**src/rtl/gf463_pkg.sv**
```systemverilog
`default_nettype none
// ============================================================================
// Module      : gf463_pkg
// Description : Shared constants and state encoding for the GF(463) datapath.
// Revision    : 1.0 - initial release
// ============================================================================
package gf463_pkg;

  localparam int unsigned P         = 463;
  localparam int unsigned DATA_W    = 9;
  localparam int unsigned SUM_W     = 17;
  localparam int unsigned MAX_TERMS = 256;
  // Wide enough to hold MAX_TERMS itself, not just MAX_TERMS-1.
  localparam int unsigned COUNT_W   = 9;

  typedef enum logic [0:0] {
    ST_ACCUM = 1'b0,
    ST_HOLD  = 1'b1
  } feeder_state_e;

endpackage : gf463_pkg
`default_nettype wire

```
**src/rtl/gf463_accum_feeder_if.sv**
```systemverilog
`default_nettype none
// ============================================================================
// Module      : gf463_accum_feeder_if
// Description : Input beat stream and held frame-sum output of the feeder.
// Revision    : 1.0 - initial release
// ============================================================================
interface gf463_accum_feeder_if;
  import gf463_pkg::*;

  logic                in_valid;
  logic                in_ready;
  logic [DATA_W-1:0]   in_data;
  logic                in_last;
  logic                out_valid;
  logic                out_ready;
  logic [SUM_W-1:0]    out_data;
  logic [COUNT_W-1:0]  out_count;
  logic                out_trunc;
  logic                err;

  // Producer of beats / consumer of sums.
  modport master (
    output in_valid, in_data, in_last, out_ready,
    input  in_ready, out_valid, out_data, out_count, out_trunc, err
  );

  // The accumulator block itself.
  modport slave (
    input  in_valid, in_data, in_last, out_ready,
    output in_ready, out_valid, out_data, out_count, out_trunc, err
  );

endinterface : gf463_accum_feeder_if
`default_nettype wire

```
**src/rtl/gf463_accum_feeder.sv**
```systemverilog
`default_nettype none
// ============================================================================
// Module      : gf463_accum_feeder
// Description : Sums a frame of 9-bit residues into a held 17-bit raw total
//               that feeds the p = 463 Barrett reducer input directly.
// Revision    : 1.0 - initial release
// ============================================================================
module gf463_accum_feeder
  import gf463_pkg::*;
(
  input  logic                 clk,
  input  logic                 rst_n,
  gf463_accum_feeder_if.slave  bus
);

  localparam logic [0:0] S_ACCUM = ST_ACCUM;
  localparam logic [0:0] S_HOLD  = ST_HOLD;

  localparam logic [COUNT_W-1:0] c_max_terms = COUNT_W'(MAX_TERMS);
  localparam logic [DATA_W-1:0]  c_p         = DATA_W'(P);
  localparam logic [COUNT_W-1:0] c_one       = COUNT_W'(1);

  logic [0:0]          r_state;
  logic [SUM_W-1:0]    r_sum;
  logic [COUNT_W-1:0]  r_count;
  logic                r_out_valid;
  logic [SUM_W-1:0]    r_out_data;
  logic [COUNT_W-1:0]  r_out_count;
  logic                r_out_trunc;
  logic                r_err;

  logic                w_in_ready;
  logic                w_accept;
  logic                w_close;
  logic                w_out_hs;
  logic [SUM_W-1:0]    w_sum_next;
  logic [COUNT_W-1:0]  w_count_next;

  always_comb begin
    w_in_ready   = (r_state == S_ACCUM);
    w_accept     = bus.in_valid && w_in_ready;
    w_sum_next   = r_sum + SUM_W'(bus.in_data);
    w_count_next = r_count + c_one;
    // A frame closes on in_last or when the beat limit is reached.
    w_close      = w_accept && (bus.in_last || (w_count_next == c_max_terms));
    w_out_hs     = r_out_valid && bus.out_ready;
  end

  always_ff @(posedge clk or negedge rst_n) begin
    if (!rst_n) begin
      r_state     <= S_ACCUM;
      r_sum       <= '0;
      r_count     <= '0;
      r_out_valid <= 1'b0;
      r_out_data  <= '0;
      r_out_count <= '0;
      r_out_trunc <= 1'b0;
    end else begin
      case (r_state)
        S_ACCUM: begin
          if (w_close) begin
            r_out_data  <= w_sum_next;
            r_out_count <= w_count_next;
            r_out_trunc <= !bus.in_last;
            r_out_valid <= 1'b1;
            r_sum       <= '0;
            r_count     <= '0;
            r_state     <= S_HOLD;
          end else if (w_accept) begin
            r_sum   <= w_sum_next;
            r_count <= w_count_next;
          end
        end
        S_HOLD: begin
          if (w_out_hs) begin
            r_out_valid <= 1'b0;
            r_state     <= S_ACCUM;
          end
        end
        default: begin
          r_out_valid <= 1'b0;
          r_state     <= S_ACCUM;
        end
      endcase
    end
  end

  // Out-of-range residues are still summed; the flag only records them.
  always_ff @(posedge clk or negedge rst_n) begin
    if (!rst_n) begin
      r_err <= 1'b0;
    end else if (w_accept && (bus.in_data >= c_p)) begin
      r_err <= 1'b1;
    end
  end

  assign bus.in_ready  = w_in_ready;
  assign bus.out_valid = r_out_valid;
  assign bus.out_data  = r_out_data;
  assign bus.out_count = r_out_count;
  assign bus.out_trunc = r_out_trunc;
  assign bus.err       = r_err;

endmodule : gf463_accum_feeder
`default_nettype wire

```
**src/flat_wrapper.sv**
```systemverilog
// flat-port wrapper written by rule: the top's interface ports become plain ports
module gf463_accum_feeder_flat import gf463_pkg::*;
  (clk, rst_n, bus_in_valid, bus_in_data, bus_in_last, bus_out_ready, bus_in_ready, bus_out_valid, bus_out_data, bus_out_count, bus_out_trunc, bus_err);
  gf463_accum_feeder_if bus_i ();
  input  logic clk;
  input  logic rst_n;
  input wire logic [$bits(bus_i.in_valid)-1:0] bus_in_valid;
  input wire logic [$bits(bus_i.in_data)-1:0] bus_in_data;
  input wire logic [$bits(bus_i.in_last)-1:0] bus_in_last;
  input wire logic [$bits(bus_i.out_ready)-1:0] bus_out_ready;
  output wire logic [$bits(bus_i.in_ready)-1:0] bus_in_ready;
  output wire logic [$bits(bus_i.out_valid)-1:0] bus_out_valid;
  output wire logic [$bits(bus_i.out_data)-1:0] bus_out_data;
  output wire logic [$bits(bus_i.out_count)-1:0] bus_out_count;
  output wire logic [$bits(bus_i.out_trunc)-1:0] bus_out_trunc;
  output wire logic [$bits(bus_i.err)-1:0] bus_err;
  assign bus_i.in_valid = bus_in_valid;
  assign bus_i.in_data = bus_in_data;
  assign bus_i.in_last = bus_in_last;
  assign bus_i.out_ready = bus_out_ready;
  assign bus_in_ready = bus_i.in_ready;
  assign bus_out_valid = bus_i.out_valid;
  assign bus_out_data = bus_i.out_data;
  assign bus_out_count = bus_i.out_count;
  assign bus_out_trunc = bus_i.out_trunc;
  assign bus_err = bus_i.err;
  gf463_accum_feeder u_core (.clk(clk), .rst_n(rst_n), .bus(bus_i));
endmodule
```
**config.mk**
```make
export PLATFORM = sky130hd
export DESIGN_NAME = gf463_accum_feeder_flat
export DESIGN_NICKNAME = d
export VERILOG_FILES = /design/src/rtl/gf463_pkg.sv /design/src/rtl/gf463_accum_feeder_if.sv /design/src/rtl/gf463_accum_feeder.sv /design/src/flat_wrapper.sv
export SDC_FILE = /design/constraint.sdc
export NUM_CORES = 1
export LEC_CHECK = 0
export CAP_MARGIN = 20
export CORE_MARGIN = 2
export CORE_UTILIZATION = 45
export CTS_BUF_LIST = sky130_fd_sc_hd__clkbuf_4 sky130_fd_sc_hd__clkbuf_8
export CTS_CLUSTER_SIZE = 28
export DETAILED_ROUTE_END_ITERATION = 8
export PLACE_DENSITY = 0.68
export SLEW_MARGIN = 10
export SYNTH_ARGS = -nofsm -noshare
export SYNTH_HDL_FRONTEND = slang
export SYNTH_SLANG_ARGS = --single-unit
```
**constraint.sdc**
```tcl
create_clock -name clk -period 3.8 [get_ports clk]
set_input_delay 0.76 -clock clk [delete_from_list [all_inputs] [get_ports clk]]
set_output_delay 0.76 -clock clk [all_outputs]
set_load 0.01 [all_outputs]
```
* Word level (Yosys, flattened, before mapping)
Cells that the tools add are included.
** Operators by class
- Multiplexer cells :: 10
- Bitwise gates (word level) :: 1
- Equal/unequal tests :: 3
- $lt $le $gt $ge :: 1
- Shift-type cells :: 0
- Reductions and logical operators :: 10
- Multiply operators :: 0
- Div/mod/pow operators :: 0
- $add $sub $neg :: 2
** Operators by type and width (number)
- 2-to-1 mux 17 bit :: 2
- 2-to-1 mux 9 bit :: 2
- adder 17 x 9 -> 17 bit :: 1
- adder 9 x 1 -> 9 bit, second input constant :: 1
- equality test 9 bit, second input constant :: 1
- greater-or-equal comparator 9 bit, second input constant :: 1
- AND reduction 2 bit :: 3
- logical AND 1 bit :: 4
- 2-to-1 mux 1 bit :: 4
- case mux 1 bit (2 select lines) :: 2
- inequality test 2 x 1 -> 1 bit, second input constant :: 1
- inequality test 2 bit, second input constant :: 1
- nonzero test 2 bit :: 1
- zero test 1 bit :: 1
- logical OR 1 bit :: 1
- NOT 1 bit :: 1
** Storage, ports and cells
- Input port bits :: 14
- Bits in read-only memories :: 0
- Output and inout bits :: 30
- Logic and storage cells :: 35
- Bits in writable memories :: 0
- Register bits after elaboration :: 56
- Memories kept :: 0
- Latch bits :: 0

* Depth between registers and ports, before layout
Gate-level depths: netlist of the first run.
- Depth in word-level cells :: 6
- Gate-level depth with buffers :: 8
- Gate-level depth less buffers :: 8

* Worst setup path after synthesis of the first run
OpenSTA, ideal clock, no wires.
- Path type :: input -> register
- From :: input port bus_in_data[0]
- To :: register u_core.r_out_data[16], in the netlist u_core.bus.out_data[16]
- Data arrival time :: 2.673 ns
- Setup slack :: 0.999 ns
- Stages on the path :: 8
- Data required time :: 3.673 ns
- Library setup time :: 0.127 ns
- Path through :: ha_1 > fa_1 > a21oi_1 > o22ai_1 > a31oi_1 > nor3b_1 > xor2_1 > mux2_1
** Between the ends
- Cells in the longest elaborated chain, start to end :: 1
** Ends and longest elaborated chain
- start, declared :: RTL line flat_wrapper.sv:8 : input wire logic [$bits(bus_i.in_data)-1:0] bus_in_data;
- adder 17 x 9 -> 17 bit :: RTL line gf463_accum_feeder.sv:42 : w_sum_next = r_sum + SUM_W'(bus.in_data);
- end signal, assigned :: RTL line gf463_accum_feeder.sv:62 : r_out_data <= w_sum_next;
- end, declared :: RTL line gf463_accum_feeder.sv:27 : logic [SUM_W-1:0] r_out_data;
No other way between the ends.
A chain may end at the register's enable or synchronous reset.

* Worst setup path after layout of the first run
Same ends and word-level chain as after synthesis.

==> results of run 1 <==
## critical path, delay by kind of cell
kind                       cells  cell delay (ns)
AOI/OAI and AO/OA              3             0.60
muxes                          1             0.31
and+or+nand+nor                1             0.08
xor gates and xnor gates       1             0.14
buffers and inverters          2             0.60
adders and majority gates      2             0.66
## metrics by stage
step	utilization (%)	hold WS [ns]	cell area [µm²]	cells	setup slack [ns]
finish	56.2	0.488	3590	402	0.847
global route	56.2	0.513	3590	402	0.618
CTS	56.2	0.493	3590	402	0.876
detailed placement	54.7	0.469	3490	394	0.535
global placement	54.7	0.464	3490	394	0.616
floorplan	-	0.449	2990	278	0.999
## layout make-up
class                           count  area (µm²)  area share [%]
Multi-Input combinational cell    203        1500            41.7
Timing Repair Buffer               48         463            12.9
Clock inverter                      2        16.3           0.454
Sequential cell                    56        1400            39.1
Inverter                           10        37.5            1.05
Clock buffer                        6        76.3            2.13
Tap cell                           77        96.3            2.69
## flip-flops by register name (all words and copies together) (netlist names)
name and cells:
u_core.bus.out_trunc 1, u_core.r_sum 17, u_core.r_count 9, u_core.r_state 1, u_core.bus.err 1, u_core.bus.out_count 9
u_core.bus.out_valid 1, u_core.bus.out_data 17
## cell usage after synthesis, drive strengths merged, types with 2 or more instances
library cell   n  share of area [%]
a21o          14                3.5
a21oi         13                2.3
a22o           9                2.6
xnor2         14                4.1
nor4           2               0.42
or2            2               0.42
o211ai         2               0.50
nand3         11                1.8
ha            10                4.2
o22ai          2               0.42
a211oi         3               0.75
mux2          23                8.7
o21bai         3               0.75
mux2i          2               0.67
nor2          14                2.3
nand4          2               0.63
o21ai         19                3.2
nor3b          3               0.75
nand2         20                2.5
clkbuf         3               0.38
o21a           2               0.50
nor3           6                1.0
inv           10                1.3
buf            6                1.5
a2bb2oi        2               0.59
dfrtp         56                 47
nand2b         2               0.42
xor2           6                1.8
or3            7                1.5
## power by group
part | switching [W] | internal [W]
clock network | 0.000202 | 0.000139
registers | 0.000116 | 0.000760
logic | 0.000453 | 0.000485
total | 0.000772 | 0.00138
## kinds of logic after synthesis
logic type	after synthesis	synth area share [%]
simple gates	74	13.1
compound gates	73	16.9
flops	56	46.9
mux	25	9.33
xor+xnor	20	5.86
buf+inv	19	3.14
fa+ha+maj	11	4.85
## worst paths after layout
check	startpoint	endpoint	slack [ns]	cells past startpoint
max reg2reg	u_core.r_count[3]$_DFFE_PN0P_	u_core.bus.out_data[4]$_DFFE_PN0P_	1.12	6
min in group asynchronous	rst_n	u_core.bus.out_data[6]$_DFFE_PN0P_	0.50	1
max	bus_in_data[0]	u_core.bus.out_data[16]$_DFFE_PN0P_	0.85	10
min reg2reg	u_core.bus.err$_DFFE_PN0P_	u_core.bus.err$_DFFE_PN0P_	0.49	1
min	u_core.bus.err$_DFFE_PN0P_	u_core.bus.err$_DFFE_PN0P_	0.49	1
max in group asynchronous	rst_n	u_core.r_sum[9]$_DFFE_PN0P_	2.51	2
## metal layers
layer / share of wire, % / up-vias / routed length (µm)
li1: - / 1099 / -
met1: 48 / 1100 / 2920
met3: 4.0 / 7 / 244
met4: 1.0 / 0 / 61
met2: 47 / 47 / 2880
met5: 0 / - / 0
## cell usage in the layout, fill, tap and decap left out, drive strengths merged, types with 7 or more instances in the layout
master         synthesis  final
nand2                 20     20
nor2                  14     14
nand3                 11     11
ha                    10     10
clkdlybuf4s50          0     42
a22o                   9      9
a21o                  14     14
mux2                  23     23
a21oi                 13     13
dfrtp                 56     56
xnor2                 14     14
inv                   10     10
o21ai                 19     19
or3                    7      7
==> metrics.txt, run 1 <==
outcome=completed; filler cell count=570; Post-Synthesis Cells=278; final setup vio count=0; Unique masters post-synth=45; setup TNS=0 ns; GRT met1 Usage=25.3%; Detailed Route WL=6.10 mm; Die W=85.5 µm; Startpoint Class=input pin; met3 usage in global routing=3.46%; share of cells above drive strength 1=7.69%; Residual DRC=0; first-pass GRT wire length=10.4 mm; period utilization=77.7%; HPWL Detailed=4.26 mm; GR Util All Layers=17.7%; M2 GR Usage=28.1%; clock transition at the registers of the reported paths=0.10 ns; nets=349; final worst path period need=2.95 ns; CTS tree=yes; Clk Latency, worst-skew pair=0.31 ns; ys flop type=dfrtp_1; Setup Skew=0.00752 ns; Setup CP Type=input pin to flip-flop; final hold violation count=0; Syn Area/Cell=10.8 µm²; Clock Sinks=56; GRT overflow=0; FF+latch count, synth=56; io pins=44; maximum VDD drop=296 µV; RSZ-0062 raised after global routing=no; power per cell area=601 mW/mm²; Iteration-0 DRC Markers=90; root buffer selected by CTS=clkbuf_8; Worst Path Arrival=3.16 ns; row cnt=29; slowest CP cell=clkdlybuf4s50_1; core area=0.00639 mm²; initial antenna violation count=0; CTS Buffer Depth=2; Rel. slew slack=50.5%; DRT antenna net count=0; number of synthesized flops with an enable pin=0; port bufs=43; Resize count post-CTS=0; overall die height=85.5 µm; diode count=0; CP Max Fanout=7; CTS Buf Count=5; die area=0.00731 mm²; # hold bufs at CTS=0; CP Cell Sequence=clkdlybuf4s50_1 -> ha_1 -> fa_1 -> a21oi_1 -> o22ai_1 -> a31oi_1 -> buf_4 -> nor3b_1 -> xor2_1 -> mux2_1; pins over their slew limit=0; Ys Warns=0; Leakage Power=1.65 nW; gpl congestion=0.826; Post-CTS Setup Inserts=0; synthesized area=0.00299 mm²; async set-or-reset flop fraction in the synthesized netlist=100%; Critical Path Max Stage Delay=0.42 ns; Seq/Total Area, Yosys=46.9%; Slew @ Worst Pin=0.743 ns; Most Used Layer, Global Route=met2; WL/cell=15.2 µm; Syn-to-layout area delta=19.9%; vias=2253; H-tree levels=2; via/cell ratio=5.60; DRT Pass-1 Iters=4; Max Clk Rate=339 MHz; Crit. End Element=flip-flop; largest net degree at the start of global routing=34; starting density of the core=46.8%; Worst EP required=4.00 ns; power consumption=0.00216 W; vias in the first global route=2110; HP Class=flip-flop to flip-flop; Post-Syn Nets=303; maxcap violations=0
(Power assumes the default switching activity.)
==> run 2, diff against run 1 <==
--- a/config.mk
+++ b/config.mk
@@ -11,7 +11,7 @@
 export CTS_BUF_LIST = sky130_fd_sc_hd__clkbuf_4 sky130_fd_sc_hd__clkbuf_8
 export CTS_CLUSTER_SIZE = 28
 export DETAILED_ROUTE_END_ITERATION = 8
-export PLACE_DENSITY = 0.68
+export PLACE_DENSITY = 0.71
 export SLEW_MARGIN = 10
 export SYNTH_ARGS = -nofsm -noshare
 export SYNTH_HDL_FRONTEND = slang
==> constraint.sdc (replaced) <==
create_clock -name clk -period 2.4 [get_ports clk]
set_input_delay 0.48 -clock clk [delete_from_list [all_inputs] [get_ports clk]]
set_output_delay 0.48 -clock clk [all_outputs]
set_load 0.01 [all_outputs]
==> metrics.txt, run 2 (synthesized netlist as in run 1, its figures left out) <==
gpl congestion=0.810; Rel. slew slack=57.8%; outcome=completed; CP Cell Sequence=clkdlybuf4s50_1 -> ha_1 -> o21ai_0 -> nor3_4 -> o21ai_1 -> buf_4 -> nor2_1 -> xor2_1 -> mux2_1; filler cell count=525; maximum VDD drop=608 µV; R2R cell count=9; final worst path period need=2.29 ns; Worst Path Arrival=2.49 ns; largest net degree at the start of global routing=32; HP Class=input pin to asynchronous set/reset pin; Syn-to-layout area delta=32.8%; Die W=85.5 µm; HPWL Detailed=4.88 mm; Residual DRC=0; power consumption=0.00378 W; highest routed layer=met4; power per cell area=951 mW/mm²; Multi-input gate area=0.00159 mm²; most frequent cells in the layout=55 x dfrtp_1, 39 x clkdlybuf4s50_1, 35 x buf_4, 20 x nand2_1, 18 x mux2_1; root buffer selected by CTS=clkbuf_8; CTS Buffer Depth=2; CTS Buf Count=5; Reg2Reg Setup Slack=0.13 ns; GR Util All Layers=19.2%; share of cells above drive strength 1=20.7%; overall die height=85.5 µm; port bufs=43; Critical R2R Capture=u_core.bus.out_data[8]$_DFFE_PN0P_; met3 wire length=246 µm; FF/Latch Area=0.00140 mm²; core area=0.00639 mm²; Slew @ Worst Pin=0.634 ns; Max Clk Rate=436 MHz; Metal-1 WL=2.99 mm; Startpoint Class=input pin; io pins=44; critical path's top delay family=buffers and inverters; via/cell ratio=5.53; H-tree levels=2; met2 WL=3.25 mm; CP Max Fanout=3; Worst Path Buf+Inv=2; period utilization=95.6%; DRT Pass-1 Iters=4; row cnt=29; Clk Latency, worst-skew pair=0.30 ns; diode count=0; GRT overflow=0; fin area=0.00397 mm²; WL/cell=15.1 µm; Setup Skew=0.00510 ns; Critical Path Max Stage Delay=0.44 ns; pins over their slew limit=0; CTS tree=yes; first-pass GRT wire length=11.3 mm; die area=0.00731 mm²; final setup vio count=0; slowest CP cell=clkdlybuf4s50_1; initial antenna violation count=0; most common cell after layout, fill and taps aside=dfrtp_1; clock transition at the registers of the reported paths=0.09 ns; DRT antenna net count=0; Clock Sinks=56; Iteration-0 DRC Markers=152; Crit. End Element=flip-flop; Leakage Power=1.86 nW; vias in the first global route=2453; vias=2402; Setup CP Type=input pin to flip-flop; R2R Path Start=u_core.r_sum[0]$_DFFE_PN0P_; Area after DPL=0.00379 mm²; # hold bufs at CTS=0; final hold violation count=0; starting density of the core=46.8%; Detailed Route WL=6.54 mm; maxcap violations=0; nets=382; Worst EP required=2.60 ns
-- run 2: cell count changes in the layout (fill, tap and decap cells not counted), sizes merged --
cell           previous run  this run
buf                       6        39
clkbuf                    6         7
clkdlybuf4s50            42        39
clkinv                    1         0
clkinvlp                  1         0
dlygate4sd2               0         1
dlymetal6s2s              0         2
-- run 2: through the flow --
step                      setup WS, ns  hold WS, ns  utilization [%]   TNS [ns]  cells
final                            0.106        0.181             62.2          0    434
after CTS                      0.00970        0.190             61.3          0    434
after global placement          -0.444        0.461             59.4      -5.87    426
after floorplan                0.00518        0.184                -          0    278
after global routing         -0.000406        0.226             62.2  -0.000406    434
after detailed placement        -0.557        0.465             59.4      -7.15    426
-- run 2: worst reg2reg max path, stage by stage (launching register included) --
cell and delay (ns):
dfrtp_1 0.41, ha_2 0.21, fa_2 0.38, a21oi_2 0.17
o22ai_2 0.11, buf_4 0.15, a21o_1 0.18, a21oi_2 0.15
xnor2_1 0.10, mux2_1 0.30
-- run 2: cell type report --
class / instances / area share, %
Sequential cell: 56 / 35.3
Inverter: 10 / 0.945
Multi-Input combinational cell: 203 / 39.9
Clock buffer: 7 / 2.43
Tap cell: 77 / 2.43
Timing Repair Buffer: 81 / 18.9
-- run 2: where the power goes --
group          switching, W  internal, W
registers          0.000186      0.00120
logic              0.000833     0.000996
clock network      0.000299     0.000258
total               0.00132      0.00246
-- run 2: how the worst max path moves through the flow --
stage	start	to	slack, ns	depth (start not counted)
floorplan	bus_in_data[0]	u_core.bus.out_data[14]$_DFFE_PN0P_	0.005	8
global placement	bus_in_data[0]	u_core.bus.out_data[8]$_DFFE_PN0P_	-0.44	10
detailed placement	bus_in_data[0]	u_core.bus.out_data[8]$_DFFE_PN0P_	-0.56	10
CTS	bus_in_data[1]	u_core.bus.out_data[13]$_DFFE_PN0P_	0.01	9
global route	bus_in_data[5]	u_core.r_sum[11]$_DFFE_PN0P_	-0.0004	11
finish	bus_in_data[2]	u_core.bus.out_data[15]$_DFFE_PN0P_	0.11	9
-- run 2: repair_timing --
item                       4_1_cts  5_1_grt
setup endpoints to repair        9       30
pin swaps                        8        7
gates resized for setup          7       13
setup buffers                    1        0
-- run 2: metal layers --
layer,up-vias,global-route usage [%]
met5,-,0
met2,52,32.2
met1,1183,25.4
met3,5,3.66
met4,0,6.06
li1,1162,-
==> run 3, diff against run 2 <==
--- a/config.mk
+++ b/config.mk
@@ -6,13 +6,15 @@
 export NUM_CORES = 1
 export LEC_CHECK = 0
 export CAP_MARGIN = 20
+export CELL_PAD_IN_SITES_DETAIL_PLACEMENT = 1
+export CELL_PAD_IN_SITES_GLOBAL_PLACEMENT = 2
 export CORE_MARGIN = 2
-export CORE_UTILIZATION = 45
+export CORE_UTILIZATION = 33
 export CTS_BUF_LIST = sky130_fd_sc_hd__clkbuf_4 sky130_fd_sc_hd__clkbuf_8
 export CTS_CLUSTER_SIZE = 28
 export DETAILED_ROUTE_END_ITERATION = 8
-export PLACE_DENSITY = 0.71
-export SLEW_MARGIN = 10
+export PLACE_DENSITY_LB_ADDON = 0.1
+export SKIP_CTS_REPAIR_TIMING = 1
 export SYNTH_ARGS = -nofsm -noshare
 export SYNTH_HDL_FRONTEND = slang
 export SYNTH_SLANG_ARGS = --single-unit
==> metrics.txt, run 3 (synthesized netlist as in run 1, its figures left out) <==
io pins=44; Switch Pwr=0.00137 W; Gate power share=48.1%; GR Util All Layers=16.0%; core area=0.00876 mm²; GRT overflow=0; H-tree levels=2; Residual DRC=0; maximum VDD drop=433 µV; CP Launch Point=bus_in_data[3]; initial antenna violation count=0; most frequent cells in the layout=55 x dfrtp_1, 38 x clkdlybuf4s50_1, 38 x buf_4, 20 x nand2_1, 18 x o21ai_0; vias=2380; R2R Path Start=u_core.r_count[4]$_DFFE_PN0P_; maxcap violations=0; final setup vio count=0; row cnt=34; Setup WS post-layout=0.112 ns; fin area=0.00413 mm²; CP Max Fanout=4; Sw Ratio=34.9%; CTS Buffer Depth=2; DRT Pass-1 Iters=4; final hold violation count=0; Leakage Power=1.93 nW; vias in the first global route=2493; final worst path period need=2.29 ns; HP Class=input pin to asynchronous set/reset pin; Clk Latency, worst-skew pair=0.31 ns; first-pass GRT wire length=12.6 mm; WL/cell=16.4 µm; largest net degree at the start of global routing=26; pre-CTS setup slack=-0.504 ns; period utilization=95.3%; Crit. End Element=flip-flop; Detailed Route WL=7.72 mm; clock transition at the registers of the reported paths=0.10 ns; gpl congestion=0.771; die area=0.00984 mm²; Startpoint Class=input pin; clock network power share=16.3%; Setup Skew=0.00470 ns; Worst Path Arrival=2.52 ns; most common cell after layout, fill and taps aside=dfrtp_1; HPWL Detailed=5.55 mm; outcome=completed; Area after DPL=0.00387 mm²; sequential share of power=35.7%; pins over their slew limit=0; diode count=0; root buffer selected by CTS=clkbuf_8; overall die height=99.2 µm; Iteration-0 DRC Markers=49; share of cells above drive strength 1=22.8%; final design utilization=47.1%; DRT antenna net count=0; power per cell area=950 mW/mm²; Clock Sinks=56; nets=388; starting density of the core=34.1%; Rel. slew slack=59.3%; CTS tree=yes; Worst EP required=2.63 ns; Die W=99.2 µm; hold_ws=0.163 ns; port bufs=43; Int Power=0.00255 W; CTS Buf Count=5; Syn-to-layout area delta=37.9%; Setup CP Type=input pin to flip-flop; Slew @ Worst Pin=0.611 ns; Max Clk Rate=437 MHz; via/cell ratio=5.04
## run 3: cell types whose count changed in the layout (fill, tap and decap cells not counted), sizes merged
cell / previous run / this run
buf: 39 / 44
dlymetal6s2s: 2 / 4
clkinv: 0 / 1
clkdlybuf4s50: 39 / 38
dlygate4sd2: 1 / 0
bufinv: 0 / 1
## run 3: worst max-delay path, cell delays in order
cell             delay [ns]
clkdlybuf4s50_1        0.47
ha_4                   0.31
buf_4                  0.10
nand3_1                0.08
o22ai_2                0.14
a31oi_2                0.11
buf_4                  0.16
nand2b_4               0.14
buf_4                  0.13
or3_1                  0.30
o21ai_0                0.08
## run 3: final timing paths
kind / end / slack (ns) / cells past startpoint
worst max-delay path: u_core.r_sum[14]$_DFFE_PN0P_ / 0.11 / 11
worst min-delay path: u_core.bus.out_data[13]$_DFFE_PN0P_ / 0.16 / 1
worst max register to register: u_core.bus.out_count[2]$_DFFE_PN0P_ / 0.11 / 7
worst min register to register: u_core.r_sum[13]$_DFFE_PN0P_ / 0.49 / 1
max in group asynchronous: u_core.r_sum[0]$_DFFE_PN0P_ / 1.53 / 2
min in group clk: u_core.r_sum[13]$_DFFE_PN0P_ / 0.49 / 1
## run 3: metrics by stage
step / instances / TNS (ns) / total power, W
floorplan: 278 / 0 / 0.00232
global placement: 462 / -6.13 / 0.00315
detailed placement: 462 / -6.58 / 0.00319
CTS: 470 / -0.716 / 0.00385
global route: 472 / -0.00602 / 0.00422
finish: 472 / 0 / 0.00392
## run 3: routing by layer
layer | track usage [%] | up-vias | share of wire [%]
met1 | 24.1 | 1169 | 52
met5 | 0 | - | 0
met4 | 4.43 | 0 | 0.96
met2 | 24.1 | 34 | 45
li1 | - | 1170 | -
met3 | 2.11 | 7 | 2.4
## run 3: final cells by class
cell class | count | area, µm²
clock buffer | 6 | 76.3
clock inverter | 2 | 35.0
fill | 983 | 4640
inverter | 10 | 37.5
multi-input combinational | 203 | 1610
sequential | 56 | 1400
tap | 108 | 135
timing repair buffer | 87 | 828
## run 3: power by group through the flow
stage	clock network (W)	logic (W)	registers (W)
final	0.000637	0.00188	0.00140
after floorplan	0	0.000878	0.00144
after global placement	0	0.00176	0.00140
after detailed placement	0	0.00178	0.00140
after CTS	0.000667	0.00179	0.00139
after global routing	0.000701	0.00208	0.00144
